$ cat config.mk
export PLATFORM = sky130hd
export DESIGN_NAME = hex_display_ctrl
export DESIGN_NICKNAME = d
export VERILOG_FILES = /design/src/rtl/hex_display_ctrl.sv
export SDC_FILE = /design/constraint.sdc
export NUM_CORES = 1
export LEC_CHECK = 0
export ABC_AREA = 0
export CAP_MARGIN = 15
export CORE_MARGIN = 3
export CORE_UTILIZATION = 42
export CTS_CLUSTER_SIZE = 20
export DETAILED_ROUTE_END_ITERATION = 7
export HOLD_SLACK_MARGIN = 0.15
export PLACE_DENSITY = 0.69
export SYNTH_ARGS = -nofsm -noshare
export SYNTH_HDL_FRONTEND = slang
export SYNTH_SLANG_ARGS = --single-unit
export TNS_END_PERCENT = 30
$ cat constraint.sdc
create_clock -name CLOCK_50 -period 2 [get_ports CLOCK_50]
set_input_delay 0.4 -clock CLOCK_50 [delete_from_list [all_inputs] [get_ports CLOCK_50]]
set_output_delay 0.4 -clock CLOCK_50 [all_outputs]
set_load 0.01 [all_outputs]
$ cat src/rtl/hex_display_ctrl.sv
// Multi-digit seven-segment hex display controller: live, latched, counting and
// blinking modes, leading-zero blanking, registered active-low segment outputs.
module hex_display_ctrl #(
    parameter int NUM_DIGITS = 6,
    parameter int TICK_DIV   = 25000000
) (
    input  logic                    CLOCK_50,
    input  logic                    RESET_N,
    input  logic [4*NUM_DIGITS-1:0] DATA_IN,
    input  logic                    LOAD,
    input  logic [1:0]              MODE,
    input  logic                    BLANK_LZ,
    output logic [7*NUM_DIGITS-1:0] HEX,
    output logic [4*NUM_DIGITS-1:0] VALUE,
    output logic                    TICK
);

    localparam int DW = (TICK_DIV > 2) ? $clog2(TICK_DIV) : 1;

    typedef enum logic [1:0] {
        MODE_LIVE  = 2'b00,
        MODE_LATCH = 2'b01,
        MODE_COUNT = 2'b10,
        MODE_BLINK = 2'b11
    } mode_t;

    logic [DW-1:0]           div;
    logic                    wrap;
    logic                    blink;
    logic [4*NUM_DIGITS-1:0] value_next;
    logic [7*NUM_DIGITS-1:0] hex_next;
    logic                    all_zero;
    mode_t                   mode;

    assign mode = mode_t'(MODE);
    assign wrap = (div == DW'(TICK_DIV - 1));

    function automatic logic [6:0] seg7(input logic [3:0] n);
        logic [6:0] s;
        unique case (n)
            4'h0: s = 7'h40;  4'h1: s = 7'h79;  4'h2: s = 7'h24;  4'h3: s = 7'h30;
            4'h4: s = 7'h19;  4'h5: s = 7'h12;  4'h6: s = 7'h02;  4'h7: s = 7'h78;
            4'h8: s = 7'h00;  4'h9: s = 7'h10;  4'hA: s = 7'h08;  4'hB: s = 7'h03;
            4'hC: s = 7'h46;  4'hD: s = 7'h21;  4'hE: s = 7'h06;  4'hF: s = 7'h0E;
        endcase
        return s;
    endfunction

    // LOAD always wins over the counting step, so a load on a wrap cycle is not incremented.
    always_comb begin
        value_next = VALUE;
        unique case (mode)
            MODE_LIVE:  value_next = DATA_IN;
            MODE_LATCH,
            MODE_BLINK: if (LOAD) value_next = DATA_IN;
            MODE_COUNT: begin
                if (LOAD)      value_next = DATA_IN;
                else if (wrap) value_next = VALUE + (4*NUM_DIGITS)'(1);
            end
        endcase
    end

    // Walk from the top digit down; all_zero stays set while every nibble so far is zero.
    always_comb begin
        hex_next = '1;
        all_zero = 1'b1;
        for (int i = NUM_DIGITS - 1; i >= 0; i--) begin
            all_zero = all_zero && (VALUE[4*i +: 4] == 4'h0);
            hex_next[7*i +: 7] = seg7(VALUE[4*i +: 4]);
            if (BLANK_LZ && all_zero && (i != 0))
                hex_next[7*i +: 7] = 7'h7F;
            if ((mode == MODE_BLINK) && !blink)
                hex_next[7*i +: 7] = 7'h7F;
        end
    end

    always_ff @(posedge CLOCK_50) begin
        if (!RESET_N) begin
            div   <= '0;
            blink <= 1'b1;
            TICK  <= 1'b0;
            VALUE <= '0;
            HEX   <= '1;
        end else begin
            div   <= wrap ? '0 : div + DW'(1);
            if (wrap) blink <= ~blink;
            TICK  <= wrap;
            VALUE <= value_next;
            HEX   <= hex_next;
        end
    end

endmodule

# [Word-level counts from Yosys, hierarchy flattened]
# Memories as Yosys holds them, arrays and structs flattened. A register that Yosys moved wholly into a read port is not among the register bits.
# Cells that the tools add are included.
[totals] register_bits=51 romBits=672 input_bits=30 out_inout_bits=67 memories=6
[classes] addsub=2 eq_ne=6 n_mux=4 bitwise=2 reduce_logical=26
[memory_table] memory="(no name shown)" words=16 word_bits=7 read_ports=1 rd_ports_with_merged_regs=1 wr=0 line="40" source="unique case (n)"
[memory_table] memory="(no name shown)" words=16 word_bits=7 read_ports=1 rd_ports_with_merged_regs=1 wr=0 line="40"
[memory_table] memory="(no name shown)" words=16 word_bits=7 read_ports=1 rd_ports_with_merged_regs=1 wr=0 line="40"
[memory_table] memory="(no name shown)" words=16 word_bits=7 read_ports=1 rd_ports_with_merged_regs=1 wr=0 line="40"
[memory_table] memory="(no name shown)" words=16 word_bits=7 read_ports=1 rd_ports_with_merged_regs=1 wr=0 line="40"
[memory_table] memory="(no name shown)" words=16 word_bits=7 read_ports=1 rd_ports_with_merged_regs=1 wr=0 line="40"
[ops] cell="two-way mux 24 bit" n=3
[ops] cell="case mux 24 bit (3 select lines)" n=1
[ops] cell="adder 25 x 1 -> 25 bit (second input constant)" n=1
[ops] cell="== test 25 bit (second input constant)" n=1
[ops] cell="adder 24 x 1 -> 24 bit (second input constant)" n=1
[ops] cell="logical NOT 4 bit" n=5
[ops] cell="OR reduction 3 bit" n=5
[ops] cell="logical AND 1 bit" n=10
[ops] cell="OR reduction 2 bit" n=3
[ops] cell="== test 2 bit (second input constant)" n=2
[ops] cell="!= test 3 bit (second input constant)" n=1
[ops] cell="== test 2 x 1 -> 1 bit (second input constant)" n=1
[ops] cell="logical NOT 2 bit" n=1
[ops] cell="!= test 2 bit (second input constant)" n=1
[ops] cell="inverter 1 bit" n=2
[ops] cell="AND reduction 2 bit" n=1
[ops] cell="logical NOT 1 bit" n=1

# [Longest topological paths before layout]
# Gate-level depths: netlist of the first run.
[depth] ltp_word=7 ltp_mapped=8 ltp_nobuf=7

# [Worst setup path after synthesis of the first run]
# Ideal clock, no wire load.
[synth_timing] kind="reg-to-reg" startpoint="register VALUE[1]" endpoint="register VALUE[22]" setup_time_ns=0.120 arrival_time_ns=2.122 required_time_ns=1.880 slack_ns=-0.241 path_stages_with_launch=7 path_buffers=0 synth_period_minus_slack_ns=2.241 cell_sequence="dfxtp_1 > ha_1 > nand4_1 > nor4_1 > and2_1 > a31oi_1 > a211o_1"
[synth_between] elab_chain_cells=4
[synth_rtl] item="start: declaration" line="14" source="output logic [4*NUM_DIGITS-1:0] VALUE,"
[synth_rtl] item="start signal: assignment" line="88" source="VALUE <= value_next;"
[synth_rtl] item="adder 24 x 1 -> 24 bit" line="58" source="else if (wrap) value_next = VALUE + (4*NUM_DIGITS)'(1);"
[synth_rtl] item="two-way mux 24 bit" line="58"
[synth_rtl] item="two-way mux 24 bit" line="57" source="if (LOAD) value_next = DATA_IN;"
[synth_rtl] item="case mux 24 bit (3 select lines)" line="52" source="unique case (mode)"
# Every way passes these cells. The select of a mux whose other input is x is not followed.
# A chain may end at the register's enable or synchronous reset.

# [Final worst setup path of the first run]
[layout_timing] startpoint="register div[8]" endpoint="register VALUE[8]"
[layout_between] elab_chain_cells=3
[layout_rtl] item="start: declaration" line="27" source="logic [DW-1:0] div;"
[layout_rtl] item="start signal: assignment" line="85" source="div <= wrap ? '0 : div + DW'(1);"
[layout_rtl] item="== test 25 bit" line="36" source="assign wrap = (div == DW'(TICK_DIV - 1));"
[layout_rtl] item="!= test 3 bit (no source line)"
[layout_rtl] item="AND reduction 2 bit (no source line)"
# Every way passes these cells.

==> impl_results.rst, run 1 <==
.. list-table::
   :header-rows: 1

   * - Metric
     - Value
   * - Count of hold buffers inserted by post-cts repair
     - 0
   * - Flip-flop and latch count after synthesis
     - 93
   * - Fin worst setup slack
     - -0.175 ns
   * - Layout Area Growth over Synthesis
     - 44.0%
   * - Required time of the critical path
     - 2.25 ns
   * - Area of the mapped netlist
     - 5120 um^2
   * - Average wire per standard cell
     - 16.3 um
   * - Number of global-route vias before repair
     - 5207
   * - FMAX
     - 460 MHz
   * - Most area-consuming cells after synthesis
     - sky130_fd_sc_hd__dfxtp_1 (36%), sky130_fd_sc_hd__ha_1 (7.8%), sky130_fd_sc_hd__nand2_1 (5.0%)
   * - YS warnings
     - 0
   * - Number of vias per cell after detailed routing
     - 5.70
   * - R2R Setup Slk
     - -0.18 ns
   * - Post-placement cell area
     - 6900 um^2
   * - Unrepaired setup endpoints after global routing
     - yes
   * - Number of search-and-repair iterations in the first detailed-routing pass
     - 5
   * - Final estimated routing congestion in global placement
     - 0.891
   * - Number of library cell types mapped by synthesis
     - 61
   * - Final #Nets
     - 866
   * - Max FO, Critical Path
     - 6
   * - Worst Setup Slack post-DPL
     - -0.372 ns
   * - Relative slew margins
     - 0.689
   * - Slowest stage delay, CP
     - 0.56 ns
   * - Floorplan die width
     - 116 um
   * - CP arrival
     - 2.42 ns
   * - Crit path time final
     - 2.18 ns
   * - Number of placed I/O pins
     - 97
   * - Class of the tightest hold or removal check
     - flop to flop
   * - Setup crit end kind
     - flop
   * - Root Buffer Master
     - sky130_fd_sc_hd__clkbuf_16
   * - Clock insertion delay at the later pin of the skew report
     - 0.35 ns
   * - Cell taking the most area after synthesis
     - sky130_fd_sc_hd__dfxtp_1
   * - Drc violations
     - 0
   * - Number of cells after detailed placement
     - 930
   * - Top-area cell type share of the netlist area
     - 0.364
   * - Clock tree sinks
     - 93
   * - List of most frequent post-synthesis cells
     - sky130_fd_sc_hd__dfxtp_1 (93), sky130_fd_sc_hd__nand2_1 (68), sky130_fd_sc_hd__nor2_1 (67)
   * - Count of flip-flops with a built-in enable after synthesis
     - 0
   * - Antenna diode count
     - 0
   * - Overall routed net length
     - 15.5 mm
   * - Detailed router's first-iteration violation count
     - 375
   * - Kind of critical path
     - flop to flop
   * - Most frequent cell after synthesis
     - sky130_fd_sc_hd__dfxtp_1
   * - Number of max-cap violations
     - 0
   * - Num rows
     - 39
   * - Post-DRT Antenna Nets
     - 0
   * - Hold Fails Final Rpt
     - 0
   * - Worst-path cell chain
     - or4_4, or4_4, buf_4, nor4_2, nor3_1, o21a_1
   * - Maximum number of pins on one net before global-route repair
     - 26
   * - TritonCTS clock tree
     - done
   * - Core region area
     - 11700 um^2
   * - Type of element launching the critical path
     - flop
   * - Sum of overflow across all layers after global routing
     - 0
   * - Peak supply drop
     - 555 uV
   * - Synth Area per Inst
     - 8.15 um^2
   * - Async set or reset register ratio after synthesis
     - 0
   * - Most used cell along the critical path
     - sky130_fd_sc_hd__or4_4
   * - Final Max Tran Viols
     - 0
   * - DIE HEIGHT
     - 116 um
   * - Inserted Clock Buffers
     - 9
   * - Synthesized net count
     - 690
   * - Power per Cell Area
     - 655 nW/um^2
   * - Violations in the final reports
     - setup timing
   * - Synthesized instance count
     - 628
   * - Post-route design area
     - 7370 um^2
   * - Post-synth top flop
     - sky130_fd_sc_hd__dfxtp_1
   * - Die Footprint
     - 13500 um^2
   * - Vias after detailed routing
     - 5416
   * - Status
     - finished, violations left
   * - Global-route wire length before repair
     - 25.5 mm
   * - Final setup fails
     - 28
   * - Clock tree skew after final layout
     - 0.00841 ns
   * - Initial cell density of the core
     - 0.439
   * - Transition at the pin with the smallest max-transition slack
     - 0.464 ns
   * - Number of buffers between clock root and the deepest sink
     - 2
   * - Slowest CP cell
     - sky130_fd_sc_hd__or4_4
   * - Placed wire-length estimate after detailed placement
     - 11.5 mm
   * - Final Core Density
     - 0.632
   * - GRT Util Overall
     - 0.234
   * - Clock transition at path regs
     - 0.06 ns
   * - Sequential-to-total area share from yosys stat
     - 0.364
   * - Final worst-path cycle share
     - 1.09
   * - Fraction of layout cells with a size suffix above 1
     - 0.191
   * - Initial antenna violation count
     - 0
   * - CTS H-tree depth
     - 3
   * - Leakage
     - 2.84 nW
   * - Post-Layout Cell Count
     - 950
   * - Port-buffer cells
     - 96
[through the flow]
stage / hold WS [ns] / total power, W / setup TNS (ns)
4_1_cts: 0.530 / 0.00486 / -1.65
3_5_place_dp: 0.512 / 0.00316 / -10.77
6_report: 0.522 / 0.00483 / -2.47
5_1_grt: 0.547 / 0.00506 / -5.42
2_1_floorplan: 0.442 / 0.00259 / -4.03
3_3_place_gp: 0.480 / 0.00314 / -8.98
[flip-flops by register name (all words and copies together), names as in the netlist]
name,flops
HEX,42
div,25
VALUE,24
TICK,1
blink,1
[routing by layer]
layer,global-route usage,share of wire,vias up
li1,-,-,2628
met1,0.297,0.44,2585
met2,0.395,0.49,190
met3,0.0554,0.059,13
met4,0.0657,0.011,0
met5,0,0,-
[final cells by class]
class                      instances  area, um^2
fill                             980        4290
tap                              143         179
clock inverter                     2        35.0
timing repair buffer             201        1810
multi-input combinational        467        3110
sequential                        93        1870
clock buffer                      12         246
inverter                          32         120
[cell usage in the layout, fill, tap and decap left out, types with 19 or more instances in the layout]
cell,n
sky130_fd_sc_hd__dfxtp_1,88
sky130_fd_sc_hd__ha_1,31
sky130_fd_sc_hd__nand3_1,27
sky130_fd_sc_hd__nand2_1,68
sky130_fd_sc_hd__clkdlybuf4s50_1,96
sky130_fd_sc_hd__o211ai_1,19
sky130_fd_sc_hd__buf_4,95
sky130_fd_sc_hd__o21ai_0,22
sky130_fd_sc_hd__a21oi_1,25
sky130_fd_sc_hd__nor2_1,61
sky130_fd_sc_hd__inv_1,32
[power breakdown]
group | total, W | internal, W | leakage (nW) | switching [W]
combinational | 0.00111 | 0.000571 | 1.93 | 0.000544
sequential | 0.00205 | 0.00199 | 0.772 | 0.0000620
clock | 0.00166 | 0.000987 | 0.139 | 0.000675
total | 0.00483 | 0.00355 | 2.84 | 0.00128
[critical path, delay by kind of cell (launching register included)]
| kind | cells | cell delay, ns |
|---|---|---|
| AND/OR/NAND/NOR | 4 | 1.41 |
| flip-flops | 1 | 0.32 |
| AO/OA/AOI/OAI | 1 | 0.18 |
| buffers and inverters | 1 | 0.17 |
[repair_timing]
| item | CTS | global route |
|---|---|---|
| pin swaps | 9 | 13 |
| setup endpoints to repair | 55 | 61 |
| cloned | 0 | 1 |
| resized for setup | 19 | 21 |
| setup buffers | 4 | 1 |
[final timing paths]
kind	startpoint	cells after the start	to
worst max-delay path	div[8]$_SDFF_PP0_	6	VALUE[8]$_SDFFE_PN0P_
worst min-delay path	VALUE[13]$_SDFFE_PN0P_	2	VALUE[13]$_SDFFE_PN0P_
worst max register to register	div[8]$_SDFF_PP0_	6	VALUE[8]$_SDFFE_PN0P_
worst min register to register	VALUE[13]$_SDFFE_PN0P_	2	VALUE[13]$_SDFFE_PN0P_
[cell families after synthesis]
| kind of cell | count (synthesis) | synth area share |
|---|---|---|
| and+or+nand+nor | 259 | 0.249 |
| AOI/OAI and AO/OA | 152 | 0.209 |
| DFF | 93 | 0.364 |
| buffers and inverters | 68 | 0.0528 |
| adders and majority gates | 32 | 0.0783 |
| xor gates and xnor gates | 19 | 0.0325 |
| muxes | 5 | 0.0147 |
Power figures use the tool's default switching activity.
==> inputs of run 2 (changes only) <==
--- a/config.mk
+++ b/config.mk
@@ -14,4 +14,5 @@
 export HOLD_SLACK_MARGIN = 0.15
 export PLACE_DENSITY = 0.69
+export SLEW_MARGIN = 20
 export SYNTH_ARGS = -nofsm -noshare
 export SYNTH_HDL_FRONTEND = slang
==> constraint.sdc (replaced) <==
create_clock -name CLOCK_50 -period 2 [get_ports CLOCK_50]
set_input_delay 0.3 -clock CLOCK_50 [delete_from_list [all_inputs] [get_ports CLOCK_50]]
set_output_delay 0.3 -clock CLOCK_50 [all_outputs]
set_load 0.01 [all_outputs]
==> impl_results.rst, run 2 (synthesis results as in run 1) <==
.. list-table::
   :header-rows: 1

   * - Metric
     - Value
   * - Required time of the critical path
     - 2.25 ns (about the same)
   * - Leading registers by flop count
     - HEX: 42 flops, div: 25 flops, VALUE: 24 flops (unchanged)
   * - Placed wire-length estimate after detailed placement
     - 11.6 mm (was 11.5 mm)
   * - CP arrival
     - 2.42 ns (about the same)
   * - Number of placed I/O pins
     - 97 (unchanged)
   * - Average wire per standard cell
     - 16.3 um (about the same)
   * - Status
     - finished, violations left (unchanged)
   * - Detailed router's first-iteration violation count
     - 363 (was 375)
   * - Setup crit end kind
     - flop (unchanged)
   * - Drc violations
     - 0 (unchanged)
   * - Initial antenna violation count
     - 0 (unchanged)
   * - Critical R2R Launch
     - div[10]$_SDFF_PP0_ (was div[8]$_SDFF_PP0_)
   * - Final Core Density
     - 0.640 (was 0.632)
   * - Final setup fails
     - 25 (was 28)
   * - Highest-count cells in the layout ignoring fill and taps
     - sky130_fd_sc_hd__clkdlybuf4s50_1 (96), sky130_fd_sc_hd__buf_4 (92), sky130_fd_sc_hd__dfxtp_1 (91) (was sky130_fd_sc_hd__clkdlybuf4s50_1 (96), sky130_fd_sc_hd__buf_4 (95), sky130_fd_sc_hd__dfxtp_1 (88))
   * - Num rows
     - 39 (unchanged)
   * - Net switching share of the total power
     - 0.258 (was 0.265)
   * - Crit path time final
     - 2.17 ns (was 2.18 ns)
   * - Global-route wire length before repair
     - 25.0 mm (was 25.5 mm)
   * - Hold Fails Final Rpt
     - 0 (unchanged)
   * - R2R Setup Slk
     - -0.17 ns (was -0.18 ns)
   * - Unrepaired setup endpoints after global routing
     - yes (unchanged)
   * - Sum of overflow across all layers after global routing
     - 0 (unchanged)
   * - Clock insertion delay at the later pin of the skew report
     - 0.36 ns (was 0.35 ns)
   * - Kind of critical path
     - flop to flop (unchanged)
   * - Power per Cell Area
     - 696 nW/um^2 (was 655 nW/um^2)
   * - Number of search-and-repair iterations in the first detailed-routing pass
     - 4 (was 5)
   * - TritonCTS clock tree
     - done (unchanged)
   * - Final-layout fill cell count
     - 976 (was 980)
   * - Worst reg2reg path endpoint
     - VALUE[23]$_SDFFE_PN0P_ (was VALUE[8]$_SDFFE_PN0P_)
   * - Final Max Tran Viols
     - 0 (unchanged)
   * - Class of the tightest hold or removal check
     - flop to flop (unchanged)
   * - Floorplan die width
     - 116 um (unchanged)
   * - Sequential fraction of design power
     - 0.396 (was 0.425)
   * - Die Footprint
     - 13500 um^2 (unchanged)
   * - Worst reg2reg path depth
     - 6 (unchanged)
   * - Fraction of layout cells with a size suffix above 1
     - 0.198 (was 0.191)
   * - Clock tree sinks
     - 93 (unchanged)
   * - Post-route worst hold slack
     - 0.522 ns (about the same)
   * - Number of max-cap violations
     - 0 (unchanged)
   * - DIE HEIGHT
     - 116 um (unchanged)
   * - Most common cell after layout, fill and taps aside
     - sky130_fd_sc_hd__clkdlybuf4s50_1 (unchanged)
   * - Number of flip-flops in the largest register
     - 42 (unchanged)
   * - Post-DRT Antenna Nets
     - 0 (unchanged)
   * - Inserted Clock Buffers
     - 9 (unchanged)
   * - Peak supply drop
     - 580 uV (was 555 uV)
   * - Fin worst setup slack
     - -0.172 ns (was -0.175 ns)
   * - Post-route design area
     - 7470 um^2 (was 7370 um^2)
   * - Number of vias per cell after detailed routing
     - 5.59 (was 5.70)
   * - Core region area
     - 11700 um^2 (unchanged)
   * - Final #Nets
     - 864 (was 866)
   * - Overall Power
     - 0.00520 W (was 0.00483 W)
   * - Fraction of power consumed by the clock network
     - 0.389 (was 0.344)
   * - Max FO, Critical Path
     - 5 (was 6)
   * - Maximum number of pins on one net before global-route repair
     - 26 (unchanged)
   * - Root Buffer Master
     - sky130_fd_sc_hd__clkbuf_16 (unchanged)
   * - Clock transition at path regs
     - 0.07 ns (was 0.06 ns)
   * - Violations in the final reports
     - setup timing (unchanged)
   * - Number of global-route vias before repair
     - 5146 (was 5207)
   * - CTS H-tree depth
     - 3 (unchanged)
   * - Count of hold buffers inserted by post-cts repair
     - 0 (unchanged)
   * - Setup_tns
     - -2.63 ns (was -2.47 ns)
   * - Number of buffers between clock root and the deepest sink
     - 2 (unchanged)
   * - Hold Path Cell Cnt
     - 2 (unchanged)
   * - Overall routed net length
     - 15.5 mm (about the same)
   * - Layout Area Growth over Synthesis
     - 46.0% (was 44.0%)
   * - Switching power
     - 0.00134 W (was 0.00128 W)
   * - Leakage
     - 2.86 nW (was 2.84 nW)
   * - GRT Util Overall
     - 0.232 (was 0.234)
   * - Final estimated routing congestion in global placement
     - 0.869 (was 0.891)
   * - Port-buffer cells
     - 96 (unchanged)
   * - Logic pwr share
     - 0.215 (was 0.231)
   * - Final worst-path cycle share
     - 1.09 (about the same)
   * - Clock tree skew after final layout
     - 0.00797 ns (was 0.00841 ns)
   * - Endpoint of the worst hold-timing path
     - div[22]$_SDFF_PP0_ (was VALUE[13]$_SDFFE_PN0P_)
   * - Post-placement cell area
     - 6900 um^2 (about the same)
   * - Vias after detailed routing
     - 5307 (was 5416)
   * - Initial cell density of the core
     - 0.439 (unchanged)
   * - Antenna diode count
     - 0 (unchanged)
   * - Register with the most flip-flops
     - HEX (unchanged)
   * - Internal power of the cells
     - 0.00386 W (was 0.00355 W)
   * - FMAX
     - 461 MHz (was 460 MHz)
   * - Type of element launching the critical path
     - flop (unchanged)
   * - Transition at the pin with the smallest max-transition slack
     - 0.529 ns (was 0.464 ns)
   * - Relative slew margins
     - 0.645 (was 0.689)
   * - Start point of the worst hold path
     - div[22]$_SDFF_PP0_ (was VALUE[13]$_SDFFE_PN0P_)
## run 2: cell count changes in the layout (fill, tap and decap cells not counted), sizes merged
cell,previous run,this run
bufinv,1,3
buf,105,103
clkinvlp,0,1
clkbuf,12,11
## run 2: per-layer routing
metal	track usage	vias up	part of all wire
li1	-	2610	-
met1	0.284	2500	0.42
met2	0.403	173	0.50
met3	0.0420	24	0.059
met4	0.0928	0	0.019
met5	0	-	0
## run 2: area by class of cell
| cell class | instances | area, um^2 | share of cell area |
|---|---|---|---|
| Clock buffer | 11 | 253 | 0.0338 |
| Clock inverter | 5 | 106 | 0.0142 |
| Inverter | 32 | 120 | 0.0161 |
| Multi-Input combinational cell | 467 | 3140 | 0.421 |
| Sequential cell | 93 | 1860 | 0.250 |
| Tap cell | 143 | 179 | 0.0240 |
| Timing Repair Buffer | 199 | 1810 | 0.242 |
## run 2: metrics by stage
stage               instances  setup slack [ns]
finish                    950            -0.172
global route              950            -0.214
CTS                       949            -0.125
detailed placement        929            -0.301
global placement          929            -0.290
floorplan                 628            -0.165
## run 2: worst max-delay path, cell delays in order, from the launching register on
cell                      delay [ns]
sky130_fd_sc_hd__dfxtp_2        0.32
sky130_fd_sc_hd__or4_4          0.52
sky130_fd_sc_hd__or4_4          0.57
sky130_fd_sc_hd__nor2_4         0.16
sky130_fd_sc_hd__buf_6          0.14
sky130_fd_sc_hd__nand4_1        0.08
sky130_fd_sc_hd__a32o_1         0.27
## run 2: how the worst max path moves through the flow
stage / start / end / slack (ns) / cells after the start
after floorplan: div[10]$_SDFF_PP0_ / VALUE[13]$_SDFFE_PN0P_ / -0.17 / 6
after global placement: div[10]$_SDFF_PP0_ / VALUE[8]$_SDFFE_PN0P_ / -0.29 / 5
after detailed placement: div[10]$_SDFF_PP0_ / VALUE[9]$_SDFFE_PN0P_ / -0.30 / 6
after CTS: div[16]$_SDFF_PP0_ / VALUE[11]$_SDFFE_PN0P_ / -0.12 / 5
after global routing: div[10]$_SDFF_PP0_ / VALUE[8]$_SDFFE_PN0P_ / -0.21 / 6
final: div[10]$_SDFF_PP0_ / VALUE[23]$_SDFFE_PN0P_ / -0.17 / 6
## run 2: what timing repair did
| action | in CTS | in global routing |
|---|---|---|
| endpoints found under the hold margin | 0 | 0 |
| setup endpoints to repair | 49 | 57 |
| pin swaps | 18 | 7 |
| gates cloned | 1 | 0 |
| buffers inserted | 3 | 1 |
| resized for setup | 32 | 15 |
## run 2: power by group through the flow
stage / registers, W / logic (W) / clock network, W
final: 0.00206 / 0.00112 / 0.00202
after global routing: 0.00207 / 0.00122 / 0.00213
after CTS: 0.00206 / 0.00110 / 0.00206
after detailed placement: 0.00210 / 0.00107 / 0
after global placement: 0.00209 / 0.00105 / 0
after floorplan: 0.00217 / 0.000420 / 0
